===== src/rtl/keypad_scan_onehot_pkg.sv =====
// Shared types, key-code constants and helpers for the 4x4 keypad scanner and its debouncer.
// Key codes follow the board wiring: bit (4*row+col) is set for the key at (row, col).
package keypad_scan_onehot_pkg;

    typedef enum logic [1:0] {
        ROW0 = 2'd0,
        ROW1 = 2'd1,
        ROW2 = 2'd2,
        ROW3 = 2'd3
    } row_state_e;

    localparam logic [15:0] KEY_NONE   = 16'h0000;
    localparam logic [15:0] KEY_ENTER  = 16'h0001;
    localparam logic [15:0] KEY_0      = 16'h0008;
    localparam logic [15:0] KEY_3      = 16'h0020;
    localparam logic [15:0] KEY_2      = 16'h0040;
    localparam logic [15:0] KEY_1      = 16'h0080;
    localparam logic [15:0] KEY_CLEAR  = 16'h0100;
    localparam logic [15:0] KEY_6      = 16'h0200;
    localparam logic [15:0] KEY_5      = 16'h0400;
    localparam logic [15:0] KEY_4      = 16'h0800;
    localparam logic [15:0] KEY_CANCEL = 16'h1000;
    localparam logic [15:0] KEY_9      = 16'h2000;
    localparam logic [15:0] KEY_8      = 16'h4000;
    localparam logic [15:0] KEY_7      = 16'h8000;

    function automatic logic [4:0] popcount16(input logic [15:0] v);
        logic [4:0] n;
        n = '0;
        for (int i = 0; i < 16; i++) begin
            n = n + 5'(v[i]);
        end
        return n;
    endfunction

    // Active-low row drive: exactly one row pulled low.
    function automatic logic [3:0] row_drive(input row_state_e r);
        return ~(4'b0001 << r);
    endfunction

endpackage


===== src/rtl/keypad_frame_debounce.sv =====
// Whole-frame debouncer: counts identical consecutive frames, then decodes the stable frame
// into a one-hot key code (chords rejected as multi_key) and strobes key_pulse on a new key.
module keypad_frame_debounce
    import keypad_scan_onehot_pkg::*;
#(
    parameter int DEBOUNCE_FRAMES = 20
) (
    input  logic        clk,
    input  logic        RSTn,
    input  logic        frame_valid_i,
    input  logic [15:0] frame_i,
    output logic [15:0] onehot_o,
    output logic        key_pulse_o,
    output logic        multi_key_o
);

    localparam int CNT_W = (DEBOUNCE_FRAMES > 2) ? $clog2(DEBOUNCE_FRAMES) : 1;
    localparam logic [CNT_W-1:0] CNT_MAX = CNT_W'(DEBOUNCE_FRAMES - 1);

    logic [15:0]      prev_q, prev_d;
    logic [CNT_W-1:0] cnt_q, cnt_d;
    logic [15:0]      onehot_q, onehot_d;
    logic             multi_q, multi_d;
    logic             pulse_q, pulse_d;
    logic [4:0]       pc;

    always_ff @(posedge clk) begin
        if (RSTn) begin
            prev_q   <= '0;
            cnt_q    <= '0;
            onehot_q <= '0;
            multi_q  <= 1'b0;
            pulse_q  <= 1'b0;
        end else begin
            prev_q   <= prev_d;
            cnt_q    <= cnt_d;
            onehot_q <= onehot_d;
            multi_q  <= multi_d;
            pulse_q  <= pulse_d;
        end
    end

    always_comb begin
        prev_d   = prev_q;
        cnt_d    = cnt_q;
        onehot_d = onehot_q;
        multi_d  = multi_q;
        pc       = popcount16(prev_q);

        if (frame_valid_i) begin
            prev_d = frame_i;
            if (frame_i == prev_q) begin
                if (cnt_q != CNT_MAX) begin
                    cnt_d = cnt_q + CNT_W'(1);
                end
            end else begin
                cnt_d = '0;
            end
        end

        // Decode only once the stored frame has survived the full debounce window.
        if (cnt_q == CNT_MAX) begin
            if (pc == 5'd0) begin
                onehot_d = KEY_NONE;
                multi_d  = 1'b0;
            end else if (pc == 5'd1) begin
                onehot_d = prev_q;
                multi_d  = 1'b0;
            end else begin
                onehot_d = KEY_NONE;
                multi_d  = 1'b1;
            end
        end

        pulse_d = (onehot_d != KEY_NONE) && (onehot_d != onehot_q);
    end

    assign onehot_o    = onehot_q;
    assign key_pulse_o = pulse_q;
    assign multi_key_o = multi_q;

endmodule


===== src/rtl/keypad_scan_onehot.sv =====
// 4x4 matrix keypad scanner: synchronises columns, walks the active-low row drive and
// assembles one full-matrix frame per scan before handing it to the frame debouncer.
module keypad_scan_onehot
    import keypad_scan_onehot_pkg::*;
#(
    parameter int SCAN_DIV        = 50_000,
    parameter int DEBOUNCE_FRAMES = 20
) (
    input  logic        clk,
    input  logic        RSTn,
    input  logic [3:0]  col_n,
    output logic [3:0]  row_n,
    output logic [15:0] onehot,
    output logic        key_pulse,
    output logic        multi_key
);

    localparam int SLOT_W = $clog2(SCAN_DIV);
    localparam logic [SLOT_W-1:0] SLOT_LAST = SLOT_W'(SCAN_DIV - 1);

    logic [3:0]        sync1_q, sync2_q;
    row_state_e        row_q, row_d;
    logic [SLOT_W-1:0] slot_q, slot_d;
    logic [11:0]       raw_q, raw_d;
    logic              frame_valid;
    logic [15:0]       frame;

    always_ff @(posedge clk) begin
        if (RSTn) begin
            sync1_q <= 4'b1111;
            sync2_q <= 4'b1111;
            row_q   <= ROW0;
            slot_q  <= '0;
            raw_q   <= '0;
        end else begin
            sync1_q <= col_n;
            sync2_q <= sync1_q;
            row_q   <= row_d;
            slot_q  <= slot_d;
            raw_q   <= raw_d;
        end
    end

    // Columns are sampled only in the last slot cycle so the synchroniser has settled on the
    // current row; row 3 is never stored, it completes the frame directly.
    always_comb begin
        slot_d      = slot_q + SLOT_W'(1);
        row_d       = row_q;
        raw_d       = raw_q;
        frame_valid = 1'b0;
        frame       = {~sync2_q, raw_q};

        if (slot_q == SLOT_LAST) begin
            slot_d = '0;
            row_d  = row_state_e'(row_q + 2'd1);
            case (row_q)
                ROW0:    raw_d[3:0]  = ~sync2_q;
                ROW1:    raw_d[7:4]  = ~sync2_q;
                ROW2:    raw_d[11:8] = ~sync2_q;
                default: frame_valid = 1'b1;
            endcase
        end
    end

    assign row_n = row_drive(row_q);

    keypad_frame_debounce #(
        .DEBOUNCE_FRAMES(DEBOUNCE_FRAMES)
    ) u_debounce (
        .clk          (clk),
        .RSTn         (RSTn),
        .frame_valid_i(frame_valid),
        .frame_i      (frame),
        .onehot_o     (onehot),
        .key_pulse_o  (key_pulse),
        .multi_key_o  (multi_key)
    );

endmodule


===== config.mk =====
export PLATFORM = sky130hd
export DESIGN_NAME = keypad_scan_onehot
export DESIGN_NICKNAME = d
export VERILOG_FILES = /design/src/rtl/keypad_scan_onehot_pkg.sv /design/src/rtl/keypad_frame_debounce.sv /design/src/rtl/keypad_scan_onehot.sv
export SDC_FILE = /design/constraint.sdc
export NUM_CORES = 1
export LEC_CHECK = 0
export ABC_AREA = 1
export BUFFER_PORTS_ARGS = -buffer_cell sky130_fd_sc_hd__buf_2
export CORE_AREA = 2 2 145 104
export CTS_CLUSTER_DIAMETER = 30
export DETAILED_ROUTE_END_ITERATION = 16
export DIE_AREA = 0 0 147 106
export GPL_TIMING_DRIVEN = 0
export PLACE_DENSITY_LB_ADDON = 0.1
export SLEW_MARGIN = 20
export SYNTH_ARGS = -nofsm -noshare
export SYNTH_HDL_FRONTEND = slang
export SYNTH_SLANG_ARGS = --single-unit

===== constraint.sdc =====
create_clock -name clk -period 11 [get_ports clk]
set_input_delay 0.55 -clock clk [delete_from_list [all_inputs] [get_ports clk]]
set_output_delay 0.55 -clock clk [all_outputs]
set_load 0.01 [all_outputs]

==> impl_metrics.json, run 1 <==
{
  "syn_nets": 587,
  "grt_usage": 0.1556,
  "power_uw": 610.8,
  "synthArstFlopShare": 0,
  "clk_latency_ns": 0.34,
  "clkTransAtPathRegs_ns": 0.06,
  "syn_inst": 560,
  "hold_path_class": "in2reg",
  "ys_types": 36,
  "syn-cell-area_um2": 4187,
  "slew_headroom": 0.5131,
  "crit_arrival_ns": 5.46,
  "synth.largest_area_cell": "dfxtp_1",
  "numClockSinks": 77,
  "wl_per_cell_um": 14.42,
  "maxSlewViolCount": 0,
  "vias": 3624,
  "dp_hpwl_um": 8964,
  "firstDrtPassIters": 5,
  "finalHoldViolations": 0,
  "fin_crit_sh": 0.4769,
  "finish.utilization": 0.3403,
  "drtIter0Drc": 251,
  "viasPerCell": 4.541,
  "cts-root-buf": "clkbuf_16",
  "syn_avg_cell_area_um2": 7.476,
  "synth_edf_count": 0,
  "ctsHoldBuffers": 0,
  "ys_ff_latch": 77,
  "final-setup-viol-count": 0,
  "die_area_um2": 15580,
  "wl_um": 11510,
  "grt_max_degree": 15,
  "maxCapViolations": 0,
  "die_w_um": 147,
  "power.density_nw_per_um2": 125.1,
  "drtAntennaViolNets": 0,
  "yosysMostFrequentCell": "nand2_1",
  "cts_max_path_buffers": 2,
  "fin_nets": 625,
  "grt_antenna_before_repair": 0,
  "grt_pass1_vias": 3484,
  "hold_ws_ns": 0.3953,
  "dp.cells": 782,
  "end_kind": "flop",
  "cts.repair.resized": 0,
  "tns_ns": 0,
  "synth_seq_area_share": 0.3682,
  "layout-drive-gt1-share": 0.1476,
  "fmax_mhz": 190.6,
  "num_antenna_cells": 0,
  "post-route-min-period_ns": 5.245,
  "rr_startpoint": "u_debounce.prev_q[1]",
  "status": "finished, final reports clean",
  "synth_area_leaders": "dfxtp_1, nand2_1, a21oi_1",
  "tightest_slew_ns": 0.7304,
  "cts-buffers-inserted": 9,
  "fillers": 1536,
  "ys_top_cells_by_count": "nand2_1, dfxtp_1, inv_1, nor2_1, a21oi_1",
  "crit_required_ns": 11.22,
  "path_max_fanout": 10,
  "cp-start-kind": "flop",
  "worstSetupPathType": "reg2reg",
  "skew_ns": 0.007627,
  "cts_tree": "built",
  "io_buffers": 27,
  "initial_utilization": 0.2917,
  "ir_worst_vdd_mv": 0.06449,
  "synth_warnings": 0,
  "multi_input_area_um2": 2286,
  "core_area_um2": 14350,
  "htree_levels": 3,
  "rsz0062_at_grt": "false",
  "total_leakage_power_nw": 2.088,
  "drc": 0,
  "gp_congestion": 0.8812,
  "hp-start": "col_n[2]",
  "io_pins": 28,
  "grt_pass1_wl_um": 18760,
  "overflow": 0,
  "rows": 37,
  "startpoint": "u_debounce.prev_q[1]",
  "syn_to_final_growth_pct": 16.65,
  "ys.flop_type": "dfxtp_1",
  "cts_setup_buffers": 0,
  "finalNonFillerCells": 798,
  "synth_top_area_share": 0.3682,
  "ff_latch_area_um2": 1541,
  "die_height_um": 106
}
routing by layer:
layer  vias to the layer above  share of wire  global-route usage
li1                       1902              -                   -
met1                      1662           0.56              0.2399
met2                        53           0.40              0.2176
met3                         7          0.040             0.03777
met4                         0         0.0061             0.03091
met5                         -              0                   0
path summary, 6_finish.rpt:
| kind | to | slack [ns] | cells past startpoint |
|---|---|---|---|
| worst min-delay path | sync1_q[2] | 0.40 | 2 |
| worst min register to register | sync2_q[2] | 0.41 | 1 |
| worst max register to register | u_debounce.key_pulse_o | 5.75 | 22 |
| worst max-delay path | u_debounce.key_pulse_o | 5.75 | 22 |
power by group:
part | switching [mW] | internal [mW]
registers | 0.00178 | 0.281
clock network | 0.123 | 0.191
logic | 0.00953 | 0.00460
per-stage QoR:
step	setup WS, ns	area [um2]
after detailed placement	5.796	4566
after global placement	5.825	4566
after global routing	5.487	4883
final	5.755	4883
after CTS	5.781	4883
after floorplan	6.301	4187
cell usage in the layout, fill, tap and decap left out, types with 2 or more instances in the layout:
master and count:
inv_2 3, xnor2_1 9, or2_2 9, nor3_2 2
buf_4 2, nor3b_1 3, clkbuf_8 2, nor2_2 7
xor2_1 10, o21a_1 10, a211oi_2 8, nor2_1 61
o21ai_1 2, nor4_1 2, inv_1 68, o21ai_0 20
clkbuf_16 9, nand3_1 46, nand3_2 2, nand2_1 96
fa_1 10, nand2_2 3, a21oi_1 55, clkinv_4 2
inv_6 2, clkbuf_1 8, nand4_1 13, nor3_1 8
buf_2 32, ha_1 11, dfxtp_1 77, buf_6 2
cell families (layout without fill, tap and decap cells):
logic type,after synthesis,count (layout),share of synthesized area
simple gates,258,258,0.2881
compound gates,97,97,0.1375
buf+inv,88,131,0.08577
xor+xnor,19,19,0.03975
flops,77,77,0.3682
fa+ha+maj,21,21,0.08069
critical path, cell delays in order (launching register included):
cell and delay [ns]:
dfxtp_1 0.36, ha_1 0.29, inv_1 0.05, fa_1 0.48, inv_1 0.05, fa_1 0.48
fa_1 0.51, inv_1 0.05, fa_1 0.47, inv_1 0.05, fa_1 0.40, fa_1 0.42
nand3_1 0.10, nand2_1 0.11, nor3b_4 0.30, buf_2 0.30, nand3_1 0.20, nand3_1 0.11
nand2_1 0.06, nor2_1 0.11, nand2_1 0.06, nor2_1 0.09, a21oi_1 0.07
flip-flops by register name, indices dropped and copies added (netlist names):
register                count
u_debounce.multi_key_o      1
u_debounce.prev_q          16
sync2_q                     4
raw_q                      12
u_debounce.cnt_q            5
row_q                       2
u_debounce.key_pulse_o      1
u_debounce.onehot_o        16
sync1_q                     4
slot_q                     16
final cells by class:
cell class / instances / area share
Clock inverter: 5 / 0.01332
Sequential cell: 77 / 0.3157
Timing Repair Buffer: 27 / 0.02767
Inverter: 71 / 0.05457
Buffer: 17 / 0.01896
Tap cell: 195 / 0.04996
Multi-Input combinational cell: 395 / 0.4681
Clock buffer: 11 / 0.05176
Note: power is estimated with default switching activity, not from simulation.
==> run 2, diff against run 1 <==
==> constraint.sdc (replaced) <==
create_clock -name clk -period 4.45 [get_ports clk]
set_input_delay 0.2225 -clock clk [delete_from_list [all_inputs] [get_ports clk]]
set_output_delay 0.2225 -clock clk [all_outputs]
set_load 0.01 [all_outputs]
==> impl_metrics.json, run 2 (synthesis results as in run 1) <==
{
  "place_ws_ns": -0.5395,
  "maxSlewViolCount": 0,
  "wl_um": 12290,
  "firstDrtPassIters": 5,
  "status": "finished with violations",
  "post-route-min-period_ns": 4.858,
  "maxCapViolations": 0,
  "initial_utilization": 0.2917,
  "final-setup-viol-count": 5,
  "hold_path_class": "in2reg",
  "vias": 3798,
  "grt_usage": 0.1639,
  "power.density_nw_per_um2": 299.1,
  "grt_antenna_before_repair": 0,
  "fin_nets": 642,
  "fin_ws_ns": -0.4081,
  "tightest_slew_ns": 0.7460,
  "path_max_fanout": 7,
  "clk_latency_ns": 0.34,
  "ff_latch_area_um2": 1546,
  "end_kind": "flop",
  "r2r_end": "u_debounce.key_pulse_o",
  "fillers": 1516,
  "violations": "setup timing",
  "skew_ns": 0.006425,
  "drtAntennaViolNets": 0,
  "gp_congestion": 0.8501,
  "tns_ns": -0.6686,
  "core_area_um2": 14350,
  "cts_tree": "built",
  "cts-root-buf": "clkbuf_16",
  "rows": 37,
  "die_area_um2": 15580,
  "layout_commonest_cell": "nand2_1",
  "crit_required_ns": 4.67,
  "ctsHoldBuffers": 0,
  "final_cell_mix": "nand2_1, dfxtp_1, inv_1",
  "cp-start-kind": "flop",
  "slew_headroom": 0.5027,
  "cts-buffers-inserted": 9,
  "rr_startpoint": "u_debounce.prev_q[1]",
  "finish.utilization": 0.3712,
  "dp_hpwl_um": 9322,
  "layout-drive-gt1-share": 0.2339,
  "clkTransAtPathRegs_ns": 0.06,
  "viasPerCell": 4.660,
  "die_height_um": 106,
  "fmax_mhz": 205.8,
  "grt_pass1_wl_um": 19640,
  "drc": 0,
  "total_leakage_power_nw": 2.195,
  "worstSetupPathType": "reg2reg",
  "finalHoldViolations": 0,
  "ff2ff_path_depth": 22,
  "htree_levels": 3,
  "wl_per_cell_um": 15.08,
  "num_antenna_cells": 0,
  "numClockSinks": 77,
  "io_buffers": 27,
  "grt_max_degree": 15,
  "multi_input_area_um2": 2505,
  "crit_arrival_ns": 5.08,
  "critPathCapture": "u_debounce.key_pulse_o",
  "ir_worst_vdd_mv": 0.1596,
  "power_mw": 1.593,
  "hold_ws_ns": 0.07667,
  "drtIter0Drc": 222,
  "io_pins": 28,
  "die_w_um": 147,
  "startpoint": "u_debounce.prev_q[1]",
  "syn_to_final_growth_pct": 27.26,
  "grt_pass1_vias": 3586,
  "overflow": 0,
  "rsz0062_at_grt": "true",
  "fin_crit_sh": 1.092,
  "r2r_setup_slack_ns": -0.41,
  "cts_max_path_buffers": 2
}
## run 2: power by group
group,switching [mW],internal [mW],total [mW]
Clock,0.308,0.551,0.859
Combinational,0.0246,0.0115,0.0360
Sequential,0.00424,0.694,0.698
Total,0.337,1.26,1.59
## run 2: critical path: stages, from the launching register on
cell and delay [ns]:
dfxtp_4 0.36, ha_4 0.26, inv_2 0.03, fa_1 0.46
inv_1 0.05, fa_1 0.45, fa_1 0.50, inv_2 0.04
fa_1 0.48, inv_2 0.04, fa_2 0.37, fa_2 0.39
xnor2_2 0.13, nand2_1 0.10, nor2_4 0.24, buf_6 0.18
nand3b_1 0.15, nand3_1 0.12, nand2_2 0.10, nor2_1 0.09
nand2_1 0.06, nor2_1 0.08, a21oi_1 0.07
## run 2: area by class of cell
class                      instances  share of cell area
multi-input combinational        395              0.4702
buffer                            17             0.02231
clock buffer                       9             0.04227
inverter                          71             0.05002
sequential                        77              0.2903
clock inverter                     7             0.02302
tap                              195             0.04580
timing repair buffer              44             0.05613
## run 2: how the worst min path moves through the flow
stage,start,slack [ns],to,depth (start not counted)
5_1_grt,col_n[0],0.06,sync1_q[0],2
6_report,col_n[1],0.08,sync1_q[1],2
2_1_floorplan,col_n[0],0.33,sync1_q[0],1
3_3_place_gp,sync1_q[0],0.39,sync2_q[0],1
3_5_place_dp,sync1_q[2],0.40,sync2_q[2],1
4_1_cts,col_n[0],0.06,sync1_q[0],2
## run 2: routing by layer
metal,global-route usage,vias up,part of all wire
li1,-,1946,-
met1,0.2563,1774,0.55
met2,0.2166,65,0.38
met3,0.04592,13,0.059
met4,0.03984,0,0.0086
met5,0,-,0
## run 2: per-stage QoR
step / std cells / area [um2]
2_1_floorplan: 560 / 4215
3_3_place_gp: 782 / 4594
3_5_place_dp: 782 / 4594
4_1_cts: 806 / 5064
5_1_grt: 815 / 5328
6_report: 815 / 5328
## run 2: timing repair
item,4_1_cts,5_1_grt
gates cloned,1,2
endpoints found under the hold margin,0,0
resized for setup,19,38
buffers inserted,8,7
endpoints found under the setup margin,17,18
pin swaps,4,6
==> run 3, diff against run 2 <==
--- a/config.mk
+++ b/config.mk
@@ -8,6 +8,7 @@
 export ABC_AREA = 1
 export BUFFER_PORTS_ARGS = -buffer_cell sky130_fd_sc_hd__buf_2
 export CORE_AREA = 2 2 145 104
+export CTS_BUF_LIST = sky130_fd_sc_hd__clkbuf_2 sky130_fd_sc_hd__clkbuf_4 sky130_fd_sc_hd__clkbuf_8
 export CTS_CLUSTER_DIAMETER = 30
 export DETAILED_ROUTE_END_ITERATION = 16
 export DIE_AREA = 0 0 147 106
==> impl_metrics.json, run 3 (synthesis results as in run 1) <==
{
  "slew_headroom": 0.5085,
  "drtIter0Drc": 269,
  "ff2ff_path_depth": 22,
  "clk_latency_ns": 0.36,
  "hold_path_class": "in2reg",
  "end_kind": "flop",
  "clkTransAtPathRegs_ns": 0.09,
  "fmax_mhz": 205.0,
  "layout-drive-gt1-share": 0.2294,
  "crit_chain": "ha_4 > inv_2 > fa_1 > inv_1 > fa_1 > fa_1 > inv_2 > fa_1 > inv_1 > fa_2 > fa_2 > xnor2_2 > nand2_1 > nor2_4 > buf_6 > nand3b_1 > nand3_1 > nand2_2 > nor2_1 > nand2_1 > nor2_1 > a21oi_1",
  "holdPathEnd": "sync1_q[1]",
  "cts-root-buf": "clkbuf_8",
  "crit_top_cell": "fa_1",
  "ctsHoldBuffers": 0,
  "core_area_um2": 14350,
  "finalHoldViolations": 0,
  "crit_arrival_ns": 5.13,
  "maxSlewViolCount": 0,
  "cp-start-kind": "flop",
  "grt_pass1_wl_um": 19550,
  "rows": 37,
  "skew_ns": 0.009920,
  "viasPerCell": 4.649,
  "num_antenna_cells": 0,
  "cts_max_path_buffers": 2,
  "syn_to_final_growth_pct": 23.22,
  "worstSetupPathType": "reg2reg",
  "fin_nets": 641,
  "cts-buffers-inserted": 9,
  "drc": 0,
  "total_leakage_power_nw": 2.138,
  "violations": "setup timing",
  "crit_required_ns": 4.70,
  "wl_um": 12180,
  "final-setup-viol-count": 5,
  "layout_commonest_cell": "nand2_1",
  "ir_worst_vdd_mv": 0.1408,
  "r2r_setup_slack_ns": -0.43,
  "tightest_slew_ns": 0.7373,
  "fin_crit_sh": 1.096,
  "grt_usage": 0.1634,
  "final_cell_mix": "nand2_1, dfxtp_1, inv_1",
  "post-route-min-period_ns": 4.878,
  "overflow": 0,
  "initial_utilization": 0.2917,
  "path_max_fanout": 7,
  "die_area_um2": 15580,
  "die_w_um": 147,
  "cts_tree": "built",
  "maxCapViolations": 0,
  "grt_max_degree": 15,
  "grt_pass1_vias": 3578,
  "r2r_end": "u_debounce.key_pulse_o",
  "power.density_nw_per_um2": 270.1,
  "tns_ns": -0.9090,
  "cp_slowest_stage_delay_ns": 0.50,
  "vias": 3784,
  "grt_antenna_before_repair": 0,
  "place_ws_ns": -0.5395,
  "hp-start": "col_n[1]",
  "firstDrtPassIters": 4,
  "htree_levels": 3,
  "hold_path_depth": 2,
  "rr_startpoint": "u_debounce.prev_q[1]",
  "gp_congestion": 0.8501,
  "dp_hpwl_um": 9322,
  "fin_ws_ns": -0.4276,
  "die_height_um": 106,
  "wl_per_cell_um": 14.97,
  "numClockSinks": 77,
  "rsz0062_at_grt": "true",
  "io_pins": 28,
  "status": "finished with violations",
  "io_buffers": 27,
  "drtAntennaViolNets": 0,
  "cpMaxStageDelayCell": "fa_1"
}
run 3: what timing repair did:
item | in CTS | in global routing
cloned | 1 | 1
buffers inserted | 9 | 6
resized for setup | 19 | 29
setup endpoints to repair | 17 | 18
pin swaps | 8 | 4
run 3: report_power, final:
part	internal [mW]	switching (mW)	leakage, nW
Clock	0.375	0.285	0.116
Sequential	0.693	0.00426	0.624
Combinational	0.0115	0.0244	1.40
run 3: cell type report:
| cell class | count | area (um2) |
|---|---|---|
| clock buffers | 9 | 123.9 |
| flip-flops and latches | 77 | 1546 |
| repair buffers | 43 | 275.3 |
| well taps | 195 | 244.0 |
| inverters | 71 | 266.5 |
| clock inverters | 7 | 122.6 |
| fillers | 1548 | 9193 |
| multi-input cells | 395 | 2465 |
| plain buffers | 17 | 115.1 |
run 3: worst max-delay path: cells and delay by family, from the launching register on:
kind | cells | cell delay [ns]
AO/OA/AOI/OAI | 1 | 0.07
XOR/XNOR | 1 | 0.16
adder cells (fa/ha/maj) | 7 | 2.91
buffers and inverters | 5 | 0.35
flip-flops | 1 | 0.36
AND/OR/NAND/NOR | 8 | 0.92
run 3: metrics by stage:
stage                     total power [mW]  area [um2]  hold WS [ns]    util  cells
after floorplan                     0.7367        4215        0.3263       -    560
after global placement              0.7491        4594        0.3931  0.3201    782
after detailed placement            0.7504        4594        0.3955  0.3201    782
after CTS                            1.418        4974       0.02835  0.3466    807
after global routing                 1.457        5159       0.03033  0.3595    814
final                                1.394        5159       0.04884  0.3595    814
run 3: worst max-delay path by stage:
| stage | depth (start not counted) | endpoint | startpoint |
|---|---|---|---|
| floorplan | 22 | u_debounce.key_pulse_o | u_debounce.prev_q[0] |
| global placement | 22 | u_debounce.key_pulse_o | u_debounce.prev_q[0] |
| detailed placement | 22 | u_debounce.key_pulse_o | u_debounce.prev_q[0] |
| CTS | 22 | u_debounce.key_pulse_o | u_debounce.prev_q[1] |
| global route | 23 | u_debounce.key_pulse_o | u_debounce.prev_q[1] |
| finish | 22 | u_debounce.key_pulse_o | u_debounce.prev_q[1] |
run 3: layer usage:
| metal | global-route usage | vias to the layer above | share of wire |
|---|---|---|---|
| met5 | 0 | - | 0 |
| met4 | 0.04533 | 0 | 0.011 |
| met3 | 0.04335 | 13 | 0.060 |
| met2 | 0.2150 | 70 | 0.38 |
| met1 | 0.2558 | 1762 | 0.55 |
| li1 | - | 1939 | - |
